--- config.mk ---
export PLATFORM = sky130hd
export DESIGN_NAME = imm_decode_stage
export DESIGN_NICKNAME = d
export VERILOG_FILES = /design/src/rtl/imm_decode_stage.sv
export SDC_FILE = /design/constraint.sdc
export NUM_CORES = 1
export LEC_CHECK = 0
export BUFFER_PORTS_ARGS = -buffer_cell sky130_fd_sc_hd__buf_2
export CORE_AREA = 5 5 151 153
export DETAILED_ROUTE_END_ITERATION = 8
export DIE_AREA = 0 0 156 158
export PLACE_DENSITY_LB_ADDON = 0.05
export SETUP_SLACK_MARGIN = 0.2
export SLEW_MARGIN = 30
export SYNTH_ARGS = -nofsm -noshare
export SYNTH_HDL_FRONTEND = slang
export SYNTH_SLANG_ARGS = --single-unit
--- constraint.sdc ---
create_clock -name clk -period 6.1 [get_ports clk]
set_clock_uncertainty 0.15 [all_clocks]
set_input_delay 0.305 -clock clk [delete_from_list [all_inputs] [get_ports clk]]
set_output_delay 0.305 -clock clk [all_outputs]
set_load 0.01 [all_outputs]
--- src/rtl/imm_decode_stage.sv ---
// Registered RV32I/RV64I immediate-decode stage.
// Extracts and sign-extends the immediate, classifies its format and flags
// unrecognised opcodes. A main register plus a one-entry skid register give
// full throughput while keeping in_ready free of any out_ready dependence.
module imm_decode_stage #(
  parameter int XLEN  = 32,
  parameter int TAG_W = 32
) (
  input  logic             clk,
  input  logic             rst,
  input  logic             in_valid,
  output logic             in_ready,
  input  logic [31:0]      in_instr,
  input  logic [TAG_W-1:0] in_tag,
  output logic             out_valid,
  input  logic             out_ready,
  output logic [XLEN-1:0]  out_imm,
  output logic [2:0]       out_fmt,
  output logic             out_illegal,
  output logic [31:0]      out_instr,
  output logic [TAG_W-1:0] out_tag
);

  localparam logic [2:0] FMT_R   = 3'd0;
  localparam logic [2:0] FMT_I   = 3'd1;
  localparam logic [2:0] FMT_S   = 3'd2;
  localparam logic [2:0] FMT_B   = 3'd3;
  localparam logic [2:0] FMT_U   = 3'd4;
  localparam logic [2:0] FMT_J   = 3'd5;
  localparam logic [2:0] FMT_Z   = 3'd6;
  localparam logic [2:0] FMT_INV = 3'd7;

  // OP-IMM-32 (ADDIW etc.) only exists on RV64
  localparam logic IS_RV64 = (XLEN == 64);

  typedef struct packed {
    logic [XLEN-1:0]  imm;
    logic [2:0]       fmt;
    logic             illegal;
    logic [31:0]      instr;
    logic [TAG_W-1:0] tag;
  } entry_t;

  entry_t      dec;
  entry_t      main_q;
  entry_t      skid_q;
  logic        main_vld;
  logic        skid_vld;
  logic        accept;
  logic        main_free;
  logic [2:0]  fmt;
  logic [31:0] imm32;

  // Classify the incoming instruction by opcode
  always_comb begin
    fmt = FMT_INV;
    if (in_instr[1:0] == 2'b11) begin
      unique case (in_instr[6:0])
        7'b0110011: fmt = FMT_R;
        7'b0010011,
        7'b0000011,
        7'b1100111,
        7'b0001111: fmt = FMT_I;
        7'b0100011: fmt = FMT_S;
        7'b1100011: fmt = FMT_B;
        7'b0110111,
        7'b0010111: fmt = FMT_U;
        7'b1101111: fmt = FMT_J;
        7'b1110011: fmt = in_instr[14] ? FMT_Z : FMT_I;
        7'b0011011: fmt = IS_RV64 ? FMT_I : FMT_INV;
        default:    fmt = FMT_INV;
      endcase
    end
  end

  // Assemble the 32-bit immediate for the chosen format; widened below by
  // sign extension (Z has bit 31 clear, so it zero-extends naturally)
  always_comb begin
    imm32 = '0;
    unique case (fmt)
      FMT_I:   imm32 = {{20{in_instr[31]}}, in_instr[31:20]};
      FMT_S:   imm32 = {{20{in_instr[31]}}, in_instr[31:25], in_instr[11:7]};
      FMT_B:   imm32 = {{19{in_instr[31]}}, in_instr[31], in_instr[7],
                        in_instr[30:25], in_instr[11:8], 1'b0};
      FMT_U:   imm32 = {in_instr[31:12], 12'b0};
      FMT_J:   imm32 = {{11{in_instr[31]}}, in_instr[31], in_instr[19:12],
                        in_instr[20], in_instr[30:21], 1'b0};
      FMT_Z:   imm32 = {27'b0, in_instr[19:15]};
      default: imm32 = '0;
    endcase
  end

  // Pack the decoded entry that will be written into main or skid
  always_comb begin
    dec         = '0;
    dec.imm     = XLEN'($signed(imm32));
    dec.fmt     = fmt;
    dec.illegal = (fmt == FMT_INV);
    dec.instr   = in_instr;
    dec.tag     = in_tag;
  end

  // Skid occupancy alone gates input, so out_ready never reaches in_ready
  assign in_ready  = !rst && !skid_vld;
  assign accept    = in_valid && in_ready;
  assign main_free = !main_vld || out_ready;

  // Main/skid update: skid drains first to preserve order; a stalled main
  // diverts the accepted entry into skid
  always_ff @(posedge clk) begin
    if (rst) begin
      main_vld <= 1'b0;
      skid_vld <= 1'b0;
      main_q   <= '0;
      skid_q   <= '0;
    end else if (main_free) begin
      if (skid_vld) begin
        main_q   <= skid_q;
        main_vld <= 1'b1;
        skid_vld <= 1'b0;
      end else if (accept) begin
        main_q   <= dec;
        main_vld <= 1'b1;
      end else begin
        main_vld <= 1'b0;
      end
    end else if (accept) begin
      skid_q   <= dec;
      skid_vld <= 1'b1;
    end
  end

  assign out_valid   = main_vld;
  assign out_imm     = main_q.imm;
  assign out_fmt     = main_q.fmt;
  assign out_illegal = main_q.illegal;
  assign out_instr   = main_q.instr;
  assign out_tag     = main_q.tag;

endmodule

[Word-level counts from Yosys, hierarchy flattened]
Index checks and enable logic that the tools add are counted.
Storage, ports and cells
  output and inout bits: 102
  bits in registers: 202
Cells by class
  multiplexer cells: 8
  reduce and logical (&&, ||, !) cells: 12
  equality and inequality tests: 19
  bitwise gates (word level): 1
Operators with widths (count)
  two-way mux 100 bit: 2
  one-hot mux 32 bit (6 select lines): 1
  equality test 7 bit (second input constant): 4
  equality test 7 x 6 -> 1 bit (second input constant): 3
  one-hot mux 3 bit (7 select lines): 1
  equality test 7 x 5 -> 1 bit (second input constant): 2
  equality test 3 bit (second input constant): 4
  equality test 7 x 2 -> 1 bit (second input constant): 1
  equality test 7 x 4 -> 1 bit (second input constant): 1
  equality test 3 x 2 -> 1 bit (second input constant): 2
  two-way mux 3 bit: 2
  AND reduction 2 bit: 2
  OR reduction 2 bit: 2
  OR reduction 4 bit: 1
  equality test 3 x 1 -> 1 bit (second input constant): 1
  zero test 1 bit: 3
  equality test 2 bit (second input constant): 1
  logical AND 1 bit: 2
  two-way mux 1 bit: 2
  nonzero test 2 bit: 1
  logical OR 1 bit: 1
  NOT 1 bit: 1

[Logic depth before layout (Yosys ltp)]
  depth after elaboration: 8
  depth in mapped cells: 8
  depth with buffers taken out: 5

[Worst setup path after synthesis]
Ideal clock, no wire load.
  path type: input to register
  from: input in_instr[3]
  to: register main_q, in the netlist out_imm[12]
  slack: 3.940 ns
  data required time: 5.855 ns
  data arrival time: 1.914 ns
  stages on the path: 6
  cells stage by stage: buf_2 > or3b_1 > a211o_1 > a2111oi_4 > nor2_1 > a221oi_1
Between the ends
  cells in the longest elaborated chain, start to end: 8
  elaborated cells on any way between the ends: 24
  classes of those cells: eq/ne (17); mux (5); reduce/logical (2)
Ends and longest elaborated chain
  from (decl): line 13  | input logic [31:0] in_instr,
  equality test 7 x 5 -> 1 bit (tied with other cells): line 58  | unique case (in_instr[6:0])
  OR reduction 4 bit or OR reduction 2 bit (tied branches): line 58
  one-hot mux 3 bit (7 select lines) (*): line 58
  two-way mux 3 bit (*): line 57  | if (in_instr[1:0] == 2'b11) begin
  equality test 3 bit (tied with other cells): line 80  | unique case (fmt)
  one-hot mux 32 bit (6 select lines) (*): line 80
  two-way mux 100 bit (*): line 121  | end else if (accept) begin
  two-way mux 100 bit (*): line 117  | if (skid_vld) begin
  to (signal assigned): line 118  | main_q <= skid_q;
  to (decl): line 45  | entry_t main_q;
Mark *: on every way between the ends. The rest lies on a longest branch, timed or not. The select of a mux whose other input is x is not followed.
A chain may end at the register's enable or synchronous reset.

[Worst setup path in the final report]
  from: register skid_vld
  to: register main_q, in the netlist out_imm[13]
Between the ends
  cells in the longest elaborated chain, start to end: 5
  elaborated cells on any way between the ends: 6
  classes of those cells: mux (1); reduce/logical (5)
Ends and longest elaborated chain
  from (decl): line 48  | logic skid_vld;
  from (signal assigned): line 113  | skid_vld <= 1'b0;
  from (signal assigned): line 120  | skid_vld <= 1'b0;
  from (signal assigned): line 129  | skid_vld <= 1'b1;
  zero test 1 bit: line 104  | assign in_ready = !rst && !skid_vld;
  logical AND 1 bit: line 104
  logical AND 1 bit: line 105  | assign accept = in_valid && in_ready;
  nonzero test 2 bit (no line)
  AND reduction 2 bit (no line)
Several ways; a longest one is shown, not always the timed one.

==> impl_metrics.env <==
export IMPL_viasPerCell=5.18
export IMPL_swShare_pct=25.3
export IMPL_avgRoutedWirePerCell_microns=16.7
export IMPL_peakVddDrop_mv=0.199
export IMPL_p_leak_nw=4.03
export IMPL_p_sw_uw=799
export IMPL_drc_errors=0
export IMPL_synth_edf_count=0
export IMPL_p_clk_share_pct=44.6
export IMPL_clockBufferDepth=3
export IMPL_ys_types=47
export IMPL_port_buffers=169
export IMPL_diodes=0
export IMPL_dieHeight_microns=158
export IMPL_final_setup_tns_ns=0
export IMPL_tightest_slew_ns=0.956
export IMPL_status="complete, no violations"
export IMPL_gp_congestion=0.781
export IMPL_die_area_sq_mm=0.0246
export IMPL_powerDensity_mw_per_mm2=295
export IMPL_first_pass_iters=5
export IMPL_avgSynthCellArea_sq_um=8.53
export IMPL_holdPathEnd="skid_q[34]"
export IMPL_maxSlewHeadroom_pct=35.7
export IMPL_start_util_pct=38.9
export IMPL_clock_sink_count=202
export IMPL_cts_root_buf="clkbuf_16"
export IMPL_r2r_end="out_imm[13]"
export IMPL_rsz0062_at_grt="false"
export IMPL_h_tree_depth=1
export IMPL_ant_nets=0
export IMPL_grt_pass1_wl_microns=38900
export IMPL_critPathKind="flip-flop to flip-flop"
export IMPL_post_cts_resized=0
export IMPL_fin_nets=1222
export IMPL_post_cts_setup_buffers=0
export IMPL_vias=7512
export IMPL_yosysSeqAreaShare_pct=48.5
export IMPL_min_path_cells=3
export IMPL_regArea_sq_mm=0.00405
export IMPL_r2r_cells=5
export IMPL_insertion_delay_ns=0.51
export IMPL_placed_cells_incl_taps=1348
export IMPL_worstSetupEndpointType="flip-flop"
export IMPL_drv_cap=0
export IMPL_fmax_mhz=335
export IMPL_synthToLayoutAreaGrowth_pct=28.4
export IMPL_grt_antenna_before_repair=0
export IMPL_report_power_total_mw=3.16
export IMPL_worst_hold_slack_ns=0.0330
export IMPL_finalCritPeriodShare_pct=49.0
export IMPL_coreArea_sq_mm=0.0214
export IMPL_startpoint_type="flip-flop"
export IMPL_fillers=2132
export IMPL_period_needed_ns=2.99
export IMPL_dieWidth_microns=156
export IMPL_seqPwrFrac_pct=44.5
export IMPL_synth_async_reset_ratio_pct=0
export IMPL_yosys_warnings=0
export IMPL_internal_power_mw=2.36
export IMPL_drive_gt1_share_pct=19.3
export IMPL_synth_ff_type="dfxtp_1"
export IMPL_setup_violations=0
export IMPL_grt_pass1_vias=7249
export IMPL_grt_max_degree=99
export IMPL_cts_tree="built"
export IMPL_drt_iter0_drc=381
export IMPL_cts_made_buffers=23
export IMPL_slew_violations=0
export IMPL_holdCritStartpoint="in_instr[2]"
export IMPL_hold_viol_final=0
export IMPL_final_cells=1451
export IMPL_ys_ff_latch=202
export IMPL_hpwl_microns=15100
export IMPL_routed_wl_microns=24200
export IMPL_globalRouteOverflowTotal=0
export IMPL_hold_path_class="primary input to flip-flop"
export IMPL_grt_usage_pct=19.1
export IMPL_clkTransAtPathRegs_ns=0.06
export IMPL_ios=170
export IMPL_multi_input_area_sq_mm=0.00399
export IMPL_p_comb_share_pct=10.9
export IMPL_required_ns=6.35
export IMPL_worstReg2RegStart="skid_vld"
export IMPL_crit_fanout=66
export IMPL_syn_nets=1046
export IMPL_r2r_slack_ns=3.11
export IMPL_row_count=54
export IMPL_syn_area_sq_mm=0.00834
export IMPL_arrival_ns=3.24
export IMPL_synthCells=978
[Yosys cell counts, types with 11 or more instances]
cell type / number / share of area [%]
a211oi_1: 87 / 7.8
a21oi_1: 91 / 5.5
a22o_1: 17 / 1.8
a311oi_1: 12 / 1.3
clkbuf_1: 82 / 3.7
dfxtp_1: 202 / 48
mux2i_1: 58 / 7.0
nand2_1: 161 / 7.2
nand3_1: 12 / 0.72
nor2_1: 112 / 5.0
nor2b_1: 11 / 0.83
nor3_1: 25 / 1.5
o21ai_0: 32 / 1.9
[power groups by stage]
stage               Combinational (mW)  Sequential [mW]  Clock (mW)
global placement                 0.317             1.44           0
global route                     0.385             1.41        1.51
detailed placement               0.318             1.44           0
floorplan                        0.168             1.45           0
CTS                              0.349             1.41        1.45
finish                           0.344             1.41        1.41
[cell families after synthesis]
group,count (synthesis),synth area share [%]
mux,58,6.96
buf+inv,91,4.14
flops,202,48.5
simple gates,347,17.7
compound gates,280,22.7
[routing by layer]
| layer | track usage [%] | vias up | wire length [microns] |
|---|---|---|---|
| met2 | 30.1 | 193 | 10700 |
| met5 | 0 | - | 0 |
| li1 | - | 3854 | - |
| met1 | 26.7 | 3438 | 11400 |
| met3 | 4.35 | 27 | 1570 |
| met4 | 4.25 | 0 | 417 |
[through the flow]
step	setup WS, ns	cell area [sq um]	utilization (%)
2_1_floorplan	3.94	8340	-
3_3_place_gp	2.72	9300	43.4
3_5_place_dp	2.90	9320	43.5
4_1_cts	3.01	10700	50.0
5_1_grt	2.85	10700	50.0
6_report	3.11	10700	50.0
[worst max-delay path by stage]
stage / slack [ns] / startpoint / endpoint / depth (start not counted)
floorplan: 3.94 / in_instr[3] / out_imm[12] / 6
global placement: 2.72 / skid_vld / out_imm[12] / 5
detailed placement: 2.90 / rst / out_imm[14] / 6
CTS: 3.01 / skid_vld / out_imm[14] / 5
global route: 2.85 / skid_vld / out_imm[13] / 5
finish: 3.11 / skid_vld / out_imm[13] / 5
[registers in the layout, summed over array words and instances (netlist names)]
name         cells
skid_vld         1
out_valid        1
out_illegal      1
out_instr       32
skid_q         100
out_fmt          3
out_imm         32
out_tag         32
[cell usage in the layout, fill, tap and decap left out, types with 9 or more instances in the layout]
master,count
nand2_1,161
nor3_1,25
buf_2,168
dfxtp_1,201
nor2_1,112
a221oi_1,9
nor2b_1,11
mux2i_1,58
a211oi_1,87
clkbuf_16,23
a21oi_1,91
o21ai_0,32
a22o_1,17
a311oi_1,12
nand3_1,11
dlygate4sd3_1,61
[worst max-delay path: stages, from the launching register on]
cell      delay (ns)
dfxtp_4         0.60
buf_6           0.61
inv_1           0.58
nand2_1         0.37
nor2_1          0.22
a221oi_1        0.33
[area by class of cell]
cell class                      instances  share of cell area (%)
Clock buffer                           30                    6.09
Timing Repair Buffer                  238                    14.3
Clock inverter                         12                    1.20
Sequential cell                       202                    37.8
Inverter                                4                   0.140
Multi-Input combinational cell        685                    37.2
Tap cell                              280                    3.27
[timing repair]
item                                    CTS  global route
hold endpoints to repair                 90             0
endpoints found under the setup margin    0             0
hold buffers                             61             0
(Power assumes the default switching activity.)
